## src/rtl/obsidian_pkg.sv

```systemverilog
// ============================================================================
// Module   : obsidian_pkg
// Purpose  : Shared types and constants for the ALU arbiter slice.
// Revision : 1.0
// ============================================================================
`default_nettype none

package obsidian_pkg;

    localparam int DATA_W  = 32;
    localparam int SHAMT_W = 5;
    localparam int OP_W    = 4;

    typedef enum logic [1:0] {
        IDLE = 2'd0,
        EXEC = 2'd1,
        RESP = 2'd2
    } state_t;

    // Shift and AND occupy code ranges; the low bits pick the variant.
    localparam logic [OP_W-1:0] ALU_ADD   = 4'b0000;
    localparam logic [OP_W-1:0] ALU_SUB   = 4'b0001;
    localparam logic [OP_W-1:0] ALU_OR    = 4'b0010;
    localparam logic [OP_W-1:0] ALU_XOR   = 4'b0011;
    localparam logic [OP_W-1:0] ALU_SHIFT = 4'b0100;
    localparam logic [OP_W-1:0] ALU_AND   = 4'b1000;

endpackage

`default_nettype wire

```

## src/rtl/obsidian_alu_arbiter_rr_arbiter.sv

```systemverilog
// ============================================================================
// Module   : rr_arbiter
// Purpose  : Round-robin priority picker scanning upward from last_i+1.
// Revision : 1.0
// ============================================================================
`default_nettype none

module rr_arbiter #(
    parameter int NUM_REQ = 2,
    parameter int ID_W    = 1
) (
    input  logic [NUM_REQ-1:0] req_i,
    input  logic [ID_W-1:0]    last_i,
    input  logic               en_i,
    output logic [NUM_REQ-1:0] gnt_o,
    output logic [ID_W-1:0]    idx_o,
    output logic               any_o
);

    logic [ID_W:0] cand;
    logic          found;

    always_comb begin
        gnt_o = '0;
        idx_o = '0;
        found = 1'b0;
        cand  = '0;
        for (int k = 1; k <= NUM_REQ; k++) begin
            cand = {1'b0, last_i} + (ID_W+1)'(k);
            if (cand >= (ID_W+1)'(NUM_REQ)) begin
                cand = cand - (ID_W+1)'(NUM_REQ);
            end
            if (!found && req_i[cand[ID_W-1:0]]) begin
                found = 1'b1;
                idx_o = cand[ID_W-1:0];
            end
        end
        // Index is always computed; only the grant vector is gated.
        if (en_i && found) begin
            gnt_o[idx_o] = 1'b1;
        end
        any_o = found;
    end

endmodule

`default_nettype wire

```

## src/rtl/obsidian_alu_arbiter.sv

```systemverilog
// ============================================================================
// Module   : obsidian_alu_arbiter
// Purpose  : Shares one combinational ALU between NUM_REQ requesters.
// Revision : 1.0
// ============================================================================
`default_nettype none

module obsidian_alu_arbiter
    import obsidian_pkg::*;
#(
    parameter int NUM_REQ = 2,
    parameter int ID_W    = 1
) (
    input  logic                      clk,
    input  logic                      rst,
    input  logic [NUM_REQ-1:0]        req_valid,
    output logic [NUM_REQ-1:0]        req_ready,
    input  logic [OP_W*NUM_REQ-1:0]   req_op,
    input  logic [DATA_W*NUM_REQ-1:0] req_a,
    input  logic [DATA_W*NUM_REQ-1:0] req_b,
    input  logic [SHAMT_W*NUM_REQ-1:0] req_shamt,
    output logic [DATA_W-1:0]         alu_a,
    output logic [DATA_W-1:0]         alu_b,
    output logic [OP_W-1:0]           alu_control,
    output logic [SHAMT_W-1:0]        alu_shamt,
    input  logic [DATA_W-1:0]         alu_c,
    output logic                      rsp_valid,
    input  logic                      rsp_ready,
    output logic [DATA_W-1:0]         rsp_data,
    output logic [ID_W-1:0]           rsp_id,
    output logic                      busy
);

    localparam logic [ID_W-1:0] LAST_RST = ID_W'(NUM_REQ - 1);

    state_t               state_q, state_d;
    logic [ID_W-1:0]      last_grant_q, last_grant_d;
    logic [ID_W-1:0]      id_q, id_d;
    logic [DATA_W-1:0]    alu_a_q, alu_a_d;
    logic [DATA_W-1:0]    alu_b_q, alu_b_d;
    logic [OP_W-1:0]      alu_op_q, alu_op_d;
    logic [SHAMT_W-1:0]   alu_sh_q, alu_sh_d;
    logic                 rsp_valid_q, rsp_valid_d;
    logic [DATA_W-1:0]    rsp_data_q, rsp_data_d;
    logic [ID_W-1:0]      rsp_id_q, rsp_id_d;

    logic                 grant_en;
    logic                 win_any;
    logic                 do_grant;
    logic [ID_W-1:0]      win_idx;
    logic [NUM_REQ-1:0]   gnt;

    logic [OP_W-1:0]      op_v    [NUM_REQ];
    logic [DATA_W-1:0]    a_v     [NUM_REQ];
    logic [DATA_W-1:0]    b_v     [NUM_REQ];
    logic [SHAMT_W-1:0]   shamt_v [NUM_REQ];

    for (genvar i = 0; i < NUM_REQ; i++) begin : g_unpack
        assign op_v[i]    = req_op[OP_W*i +: OP_W];
        assign a_v[i]     = req_a[DATA_W*i +: DATA_W];
        assign b_v[i]     = req_b[DATA_W*i +: DATA_W];
        assign shamt_v[i] = req_shamt[SHAMT_W*i +: SHAMT_W];
    end

    // A new grant may overlap the response handshake that frees the slot.
    assign grant_en = (state_q == IDLE) ||
                      ((state_q == RESP) && rsp_valid_q && rsp_ready);
    assign do_grant = grant_en && win_any;

    rr_arbiter #(
        .NUM_REQ (NUM_REQ),
        .ID_W    (ID_W)
    ) u_rr_arbiter (
        .req_i  (req_valid),
        .last_i (last_grant_q),
        .en_i   (grant_en),
        .gnt_o  (gnt),
        .idx_o  (win_idx),
        .any_o  (win_any)
    );

    always_comb begin
        state_d      = state_q;
        last_grant_d = last_grant_q;
        id_d         = id_q;
        alu_a_d      = alu_a_q;
        alu_b_d      = alu_b_q;
        alu_op_d     = alu_op_q;
        alu_sh_d     = alu_sh_q;
        rsp_valid_d  = rsp_valid_q;
        rsp_data_d   = rsp_data_q;
        rsp_id_d     = rsp_id_q;

        case (state_q)
            IDLE: begin
                if (do_grant) begin
                    state_d = EXEC;
                end
            end
            EXEC: begin
                rsp_data_d  = alu_c;
                rsp_id_d    = id_q;
                rsp_valid_d = 1'b1;
                state_d     = RESP;
            end
            RESP: begin
                if (rsp_valid_q && rsp_ready) begin
                    rsp_valid_d = 1'b0;
                    state_d     = do_grant ? EXEC : IDLE;
                end
            end
            default: begin
                state_d = IDLE;
            end
        endcase

        if (do_grant) begin
            alu_a_d      = a_v[win_idx];
            alu_b_d      = b_v[win_idx];
            alu_op_d     = op_v[win_idx];
            alu_sh_d     = shamt_v[win_idx];
            last_grant_d = win_idx;
            id_d         = win_idx;
        end
    end

    always_ff @(posedge clk or posedge rst) begin
        if (rst) begin
            state_q      <= IDLE;
            last_grant_q <= LAST_RST;
            id_q         <= '0;
            alu_a_q      <= '0;
            alu_b_q      <= '0;
            alu_op_q     <= '0;
            alu_sh_q     <= '0;
            rsp_valid_q  <= 1'b0;
            rsp_data_q   <= '0;
            rsp_id_q     <= '0;
        end else begin
            state_q      <= state_d;
            last_grant_q <= last_grant_d;
            id_q         <= id_d;
            alu_a_q      <= alu_a_d;
            alu_b_q      <= alu_b_d;
            alu_op_q     <= alu_op_d;
            alu_sh_q     <= alu_sh_d;
            rsp_valid_q  <= rsp_valid_d;
            rsp_data_q   <= rsp_data_d;
            rsp_id_q     <= rsp_id_d;
        end
    end

    assign req_ready   = gnt;
    assign busy        = (state_q != IDLE);
    assign alu_a       = alu_a_q;
    assign alu_b       = alu_b_q;
    assign alu_control = alu_op_q;
    assign alu_shamt   = alu_sh_q;
    assign rsp_valid   = rsp_valid_q;
    assign rsp_data    = rsp_data_q;
    assign rsp_id      = rsp_id_q;

endmodule

`default_nettype wire

```

## config.mk

```make
export PLATFORM = sky130hd
export DESIGN_NAME = obsidian_alu_arbiter
export DESIGN_NICKNAME = d
export VERILOG_FILES = /design/src/rtl/obsidian_pkg.sv /design/src/rtl/obsidian_alu_arbiter_rr_arbiter.sv /design/src/rtl/obsidian_alu_arbiter.sv
export SDC_FILE = /design/constraint.sdc
export NUM_CORES = 1
export LEC_CHECK = 0
export CAP_MARGIN = 30
export CELL_PAD_IN_SITES_DETAIL_PLACEMENT = 0
export CELL_PAD_IN_SITES_GLOBAL_PLACEMENT = 1
export CORE_ASPECT_RATIO = 0.9
export CORE_MARGIN = 2
export CORE_UTILIZATION = 40
export CTS_CLUSTER_SIZE = 28
export DETAILED_ROUTE_END_ITERATION = 16
export DONT_BUFFER_PORTS = 1
export GPL_TIMING_DRIVEN = 0
export PLACE_DENSITY = 0.76
export SETUP_SLACK_MARGIN = 0.5
export SLEW_MARGIN = 15
export SYNTH_ARGS = -nofsm -noshare
export SYNTH_HDL_FRONTEND = slang
export SYNTH_SLANG_ARGS = --single-unit
```

## constraint.sdc

```tcl
create_clock -name clk -period 5.5 [get_ports clk]
set_input_delay 1.65 -clock clk [delete_from_list [all_inputs] [get_ports clk]]
set_output_delay 1.65 -clock clk [all_outputs]
set_load 0.01 [all_outputs]
```

==> flow_summary.ini, run 1 <==
[timing]
hold_viol = 0
worstMarginPinSlew_ns = 0.5338
rsz0062_at_grt = no
fin_crit_ns = 4.520
period_share = 0.8218
fmax_mhz = 221.2
setup_viol = 0
fin_ws_ns = 0.9799
holdWs_ns = 0.4948
fin_skew_ns = 0.005237
final-max-slew-violation-count = 0
slew_headroom = 0.6442

[clock_tree]
htreeDepth = 3
cts_root_buf = clkbuf_16
cts_resized = 0
clock_path_buffers = 2
clk_latency_ns = 0.34
cts_tree = built
numCtsBuffers = 9
cts_sinks = 111
cts.reportedPaths.clkPinSlew_ns = 0.07
cts_setup_buffers = 0
hold_buffers = 0

[min_path]
holdCritPathClass = reg2reg
hp-start = id_q

[route]
wl_um = 13700
ant_nets = 0
viasPerCell = 6.469
drc = 0
drtIter0Drc = 232
wl_per_cell_um = 25.79
firstDrtPassIters = 4
vias = 3435

[pwr]
ir_worst_vdd_uv = 240.6
p_total_uw = 3608
powerDensity_nw_per_um2 = 665.6
power.leakage_uw = 0.002154

[floorplan]
ios = 293
die_h_um = 108.7
initial_core_util = 0.4064
core_sq_um = 11980
die_area_sq_um = 13070
die_width_um = 120.3
rows = 38

[finish]
design_area_sq_um = 5421
area_growth_pct = 11.33
final_layout_size_suffix_gt1_frac = 0.1941
nets = 549
num_antenna_cells = 0
fin_cells = 531

[placed_design]
placed_area_sq_um = 5102
io_buffers = 0
pre_cts_slack_ns = 0.9238
place_congestion = 0.7234
dp.final_hpwl_um = 10080
post-place-cells = 515

[yosys]
ys_top_cells_by_count = dfrtp_1, a221o_1, nor4b_1
synth_most_common_cell = dfrtp_1
async_flop_share = 1.000
ys_types = 24
synth_top_area_share = 0.5653
synth_seq_area_share = 0.5707
yosys_warnings = 0
netlist_top_cells_area = dfrtp_1, a221o_1, nor4b_1, mux2_2, clkbuf_1
syn_inst = 354
yosysTopAreaCell = dfrtp_1
synth_area_sq_um = 4870
syn-num-nets = 537
syn_avg_cell_area_sq_um = 13.76
synth_edf_count = 0
ys.flop_type = dfrtp_1
synth-seq-cells = 111

[critical_path]
worstPathRequired_ns = 3.85
crit_arrival_ns = 2.87
end_kind = primary output
cp_max_fo = 10
cp-startpoint = rsp_ready
setup.worst_path.start_class = input pin
crit_type = in2out
r2r-start = rsp_valid

[run_status]
status = completed

[grt]
grt_pass1_wl_um = 20000
grt_usage = 0.1988
overflow = 0
antenna_found_initial = 0
grt_max_degree = 67
grt_pass1_vias = 3495

[job]
maxCapViolations = 0
[metrics by stage]
step | utilization | TNS (ns)
floorplan | - | 0
global placement | 0.4231 | -7.841
detailed placement | 0.4259 | 0
CTS | 0.4525 | 0
global route | 0.4525 | 0
finish | 0.4525 | 0
[layout make-up]
class / count / area [sq um]
Buffer: 43 / 217.7
Clock buffer: 12 / 266.5
Clock inverter: 4 / 52.55
Fill cell: 1109 / 6560
Sequential cell: 111 / 2779
Multi-Input combinational cell: 196 / 1858
Timing Repair Buffer: 1 / 27.53
Inverter: 4 / 20.02
Tap cell: 160 / 200.2
[logic make-up (layout without fill, tap and decap cells)]
kind of cell | count (synthesis) | in the layout | synth area share
AOI/OAI and AO/OA | 79 | 79 | 0.1611
buffers and inverters | 47 | 64 | 0.04779
DFF | 111 | 111 | 0.5707
muxes | 33 | 33 | 0.07631
and+or+nand+nor | 84 | 84 | 0.1441
[path summary, 6_finish.rpt]
kind | to | cells after the start | slack (ns)
max in group asynchronous | last_grant_q | 2 | 3.63
worst max-delay path | req_ready[0] | 4 | 0.98
worst min register to register | id_q | 1 | 0.49
worst min-delay path | id_q | 1 | 0.49
min in group asynchronous | alu_a[16] | 1 | 1.18
worst max register to register | alu_b[11] | 5 | 3.41
[report_power, final]
part	leakage, uW	switching (uW)	internal (uW)	total [uW]
registers	0.00135	502	1230	1730
logic	0.000647	599	594	1190
clock network	0.000159	291	392	683
total	0.00215	1390	2220	3610
[flip-flops by register name, summed over array words and instances, names as in the netlist]
name	count
rsp_valid	1
alu_b	32
last_grant_q	1
alu_a	32
alu_control	4
rsp_id	1
id_q	1
state_q	2
rsp_data	32
alu_shamt	5
[cells in the final DEF, fill, tap and decap left out, types with 3 or more instances in the layout]
cell,count
clkbuf_8,3
buf_6,5
buf_2,12
a221o_1,73
clkbuf_1,23
mux2_2,33
clkbuf_16,9
inv_1,3
nor4b_1,73
dfrtp_1,110
[worst max-delay path, stage by stage]
cell and delay (ns):
a21boi_4 0.27, buf_2 0.34, buf_1 0.42, nor3_1 0.18
[per-layer routing]
layer	track usage	vias up	wire length [um]
met1	0.2402	1774	5492
met5	0	-	0
li1	-	1468	-
met4	0.06645	0	217
met3	0.06642	17	1081
met2	0.3369	176	6904
No activity file was read; power rests on OpenSTA's default activity.
==> run 2, diff against run 1 <==
PLACE_DENSITY = 0.78   (was 0.76)
clock period = 3.87 ns   (was 5.5 ns; I/O delays follow)
==> flow_summary.ini, run 2 (synthesis results as in run 1) <==
[clock_tree]
cts_sinks = 111
numCtsBuffers = 9
htreeDepth = 3
cts.reportedPaths.clkPinSlew_ns = 0.07
clk_latency_ns = 0.35
cts_tree = built
clock_path_buffers = 2
hold_buffers = 0
cts_setup_buffers = 0
cts_root_buf = clkbuf_16

[floorplan]
die_width_um = 120.3
initial_core_util = 0.4064
rows = 38
die_area_sq_um = 13070
ios = 293
die_h_um = 108.7
core_sq_um = 11980

[timing]
fin_crit_ns = 3.293
final-max-slew-violation-count = 0
setup_viol = 0
hold_viol = 0
holdWs_ns = 0.4792
period_share = 0.8510
slew_headroom = 0.6290
worstMarginPinSlew_ns = 0.5545
fmax_mhz = 303.7
fin_ws_ns = 0.5768
rsz0062_at_grt = yes
fin_skew_ns = 0.005093
setup_tns_ns = 0

[route]
viasPerCell = 6.463
firstDrtPassIters = 4
drtIter0Drc = 215
wl_um = 14080
wl_per_cell_um = 26.42
ant_nets = 0
drc = 0
vias = 3445

[finish]
layout_common_cells = dfrtp_1, nor4b_1, a221o_1
nets = 551
area_growth_pct = 11.31
num_antenna_cells = 0
final_util = 0.4524
layout_commonest_cell = dfrtp_1
final_layout_size_suffix_gt1_frac = 0.2038

[grt]
overflow = 0
grt_usage = 0.2094
grtUsageMet1 = 0.2591
grt_pass1_vias = 3503
use_met3 = 0.07741
busiest_layer = met2
antenna_found_initial = 0
grt_util_met2 = 0.3458
grt_pass1_wl_um = 20710
grt_max_degree = 38

[critical_path]
timing.rr.end = alu_b[12]
cp_slowest_stage_delay_ns = 0.31
crit_family = buffers and inverters
crit_arrival_ns = 2.13
reg2reg_slack_ns = 1.86
critPathBufInv = 2
end_kind = primary output
slowest_stage = clkbuf_4
cp-startpoint = rsp_ready
reg2reg_depth = 5
r2r-start = rsp_valid
setup.worst_path.start_class = input pin
crit_type = in2out
worstPathRequired_ns = 2.71
worstPathCellList = a21boi_4 -> clkbuf_4 -> buf_2 -> nor3_1
cp_max_fo = 10

[job]
maxCapViolations = 0

[pwr]
ir_worst_vdd_uv = 405.7
powerDensity_nw_per_um2 = 933.8
power.leakage_uw = 0.002153

[min_path]
holdCritPathClass = reg2reg
min_to = id_q
hp-start = id_q
hold_depth = 1

[placed_design]
place_congestion = 0.7918
dp.final_hpwl_um = 10450
io_buffers = 0
pre_cts_slack_ns = 0.3114

[run_status]
status = completed
-- run 2: cell types whose count changed in the layout (fill, tap and decap cells not counted), sizes merged --
cell,change
clkinv,+1
clkinvlp,+1
buf,+1
bufinv,-1
-- run 2: report_power, final --
group          leakage, uW  internal [uW]  switching [uW]  total (uW)
clock network     0.000140            455             409         864
logic             0.000666            854             863        1720
registers          0.00135           1750             729        2480
-- run 2: cell type report --
class,count,area (sq um)
Multi-Input combinational cell,196,1864
Clock inverter,5,32.53
Buffer,43,222.7
Clock buffer,11,242.7
Timing Repair Buffer,3,60.06
Inverter,4,18.77
Sequential cell,111,2779
Tap cell,160,200.2
Fill cell,1095,6561
-- run 2: worst max-delay path by stage --
stage,end,slack (ns),cells after the start
final,req_ready[0],0.58,4
after CTS,req_ready[0],0.49,4
after detailed placement,req_ready[0],0.31,4
after global routing,req_ready[0],0.50,4
after floorplan,req_ready[0],0.75,4
after global placement,req_ready[0],0.32,4
-- run 2: routing by layer --
layer  vias to the layer above  part of all wire  routed length [um]
li1                       1474                 -                   -
met1                      1746              0.39                5551
met2                       207              0.50                7045
met3                        18             0.089                1259
met4                         0             0.016                 228
met5                         -                 0                   0
-- run 2: stage by stage --
step,instance area (sq um),cells,total power [uW]
6_report,5420,533,5061
5_1_grt,5420,533,5373
4_1_cts,5411,533,5108
3_5_place_dp,5134,517,4226
3_3_place_gp,5074,514,4119
2_1_floorplan,4873,354,3698
-- run 2: repair_timing --
action | CTS | global route
resized for setup | 2 | 2
pin swaps | 0 | 0
setup endpoints to repair | 2 | 2
==> run 3, diff against run 2 <==
ABC_CLOCK_PERIOD_IN_PS = 3870   (was not set)
==> results of run 3 <==
The final DEF is identical to that of run 2; final timing and power are the same.
==> patch: new RTL, settings of run 2 <==
`NUM_REQ` is set to 2 in 2 places; all go to 1.
--- a/src/rtl/obsidian_alu_arbiter_rr_arbiter.sv
+++ b/src/rtl/obsidian_alu_arbiter_rr_arbiter.sv
@@ -6,7 +6,7 @@
 `default_nettype none
 
 module rr_arbiter #(
-    parameter int NUM_REQ = 2,
+    parameter int NUM_REQ = 1,
     parameter int ID_W    = 1
 ) (
     input  logic [NUM_REQ-1:0] req_i,
--- a/src/rtl/obsidian_alu_arbiter.sv
+++ b/src/rtl/obsidian_alu_arbiter.sv
@@ -8,7 +8,7 @@
 module obsidian_alu_arbiter
     import obsidian_pkg::*;
 #(
-    parameter int NUM_REQ = 2,
+    parameter int NUM_REQ = 1,
     parameter int ID_W    = 1
 ) (
     input  logic                      clk,
Interface: changed (6 resized); port bits go from 293 to 218. No check against the original RTL was run, so the function may have changed too.
==> patch against run 2 <==
- fmax rose by 4.2%
- sequential cell count decreased by 1
- utilization is 0.83 points higher
- setup slack gained 130 ps
- combinational power shrank 33%
- area after synthesis down 9.7%
- sequential power decreased by 2%
- wire length fell by 43%
- register-to-register slack better by 370 ps
- cell area is 8.5% lower
- power decreased by 9.8%
- critical path type unchanged
==> patch: results (changes against run 2) <==
[worst_setup_path]
r2r_slack_ps = 2230  ; +370 ps
cpPeakStageDelay_ps = 290  ; -20 ps
critPathSlowestCell = nor2b_1
critPathCapture = req_ready
rr_endpoint = alu_b[4]$_DFFE_PP0P_
cp_top_family = simple AND/OR/NAND/NOR gates

[drt]
drt_iter0_drc = 60  ; -72%
via_per_inst = 5.18  ; -20%
firstDrtPassIters = 4  ; unchanged
wl_per_cell_um = 20.5  ; -23%

[global_routing]
grtUsageTotal = 0.128  ; -0.0815
grt_pass1_wl_um = 11700  ; -44%
first_global_vias = 2152  ; -39%

[logic_synthesis]
synth_common_cells = 110 x dfrtp_1, 56 x mux2_2, 50 x mux2_4
ys_seq_area_frac = 0.626  ; +0.0554
synth_cell_types = 18  ; -25%
synthTopCellsByArea = dfrtp_1 63%, mux2_4 17%, mux2_2 14%, buf_12 2.7%, buf_6 0.77%

[layout]
fin_nets = 365  ; -34%
drive_gt1_frac = 0.540  ; +0.336
nFillCells = 921  ; -16%

[clock_network]
cts-resized-gates = 0  ; -2
post_cts.repair.setup_buffers = 0  ; unchanged
cts_root_buf = clkbuf_16
clock_latency_ps = 340

[placement]
dp_hpwl_um = 5970  ; -43%

[timing]
slew_viol_final = 0  ; unchanged
worst-slew-pin-transition_ps = 542  ; -12.6 ps
skew_ps = 9.31  ; +4.21 ps

[outcome]
status = finished clean

[pwr]
p_leak_uw = 0.00220  ; +2.0%
ir_drop_uv = 352  ; -13%

-- patch: cell count changes after synthesis, moves of 6 or more --
cell	change
a221o_1	-73
nor4b_1	-73
mux2_4	+50
mux2_2	+23
clkbuf_1	-22
buf_2	-11
buf_12	+6
-- patch: final cells by class --
class / count / area [um2] / area share
flip-flops and latches: 110 / 2750 / 0.555
multi-input cells: 117 / 1460 / 0.294
clock buffers: 9 / 225 / 0.0454
plain buffers: 13 / 178 / 0.0358
well taps: 133 / 166 / 0.0336
clock inverters: 7 / 100 / 0.0202
repair buffers: 3 / 67.6 / 0.0136
inverters: 2 / 11.3 / 0.00227
-- patch: cell families after synthesis --
family / Yosys count / share of synthesized area
DFF: 110 / 0.626
muxes: 106 / 0.314
buffers and inverters: 15 / 0.0421
and+or+nand+nor: 7 / 0.00996
AOI/OAI and AO/OA: 4 / 0.00768
-- patch: how the worst min path moves through the flow --
| stage | slack, ps | start | to | depth (start not counted) |
|---|---|---|---|---|
| after floorplan | 450 | id_q$_DFFE_PP0P_ | id_q$_DFFE_PP0P_ | 1 |
| after global placement | 460 | id_q$_DFFE_PP0P_ | id_q$_DFFE_PP0P_ | 1 |
| after detailed placement | 480 | id_q$_DFFE_PP0P_ | id_q$_DFFE_PP0P_ | 1 |
| after CTS | 490 | id_q$_DFFE_PP0P_ | id_q$_DFFE_PP0P_ | 1 |
| after global routing | 510 | id_q$_DFFE_PP0P_ | id_q$_DFFE_PP0P_ | 1 |
| final | 490 | id_q$_DFFE_PP0P_ | id_q$_DFFE_PP0P_ | 1 |
-- patch: worst reg2reg max path: stages (launching register included) --
cell	delay [ps]
dfrtp_1	470
nand2_1	160
a21oi_4	240
buf_12	180
buf_12	170
mux2_4	300
-- patch: metal layers --
| metal | part of all wire | global-route usage | up-vias |
|---|---|---|---|
| met5 | 0 | 0 | - |
| met4 | 0.013 | 0.0553 | 0 |
| met3 | 0.094 | 0.0519 | 8 |
| met2 | 0.51 | 0.201 | 113 |
| met1 | 0.39 | 0.157 | 1055 |
| li1 | - | - | 865 |
-- patch: per-stage QoR --
step	cell area (um2)	total power (uW)	worst slack, ps	instances
floorplan	4400	3360	862	242
global placement	4570	3580	717	375
detailed placement	4630	3630	685	378
CTS	4960	4630	681	394
global route	4960	4820	643	394
finish	4960	4570	708	394
-- patch: where the power goes --
part | internal, uW | switching (uW)
Combinational | 803 | 361
Sequential | 1730 | 700
Clock | 525 | 450
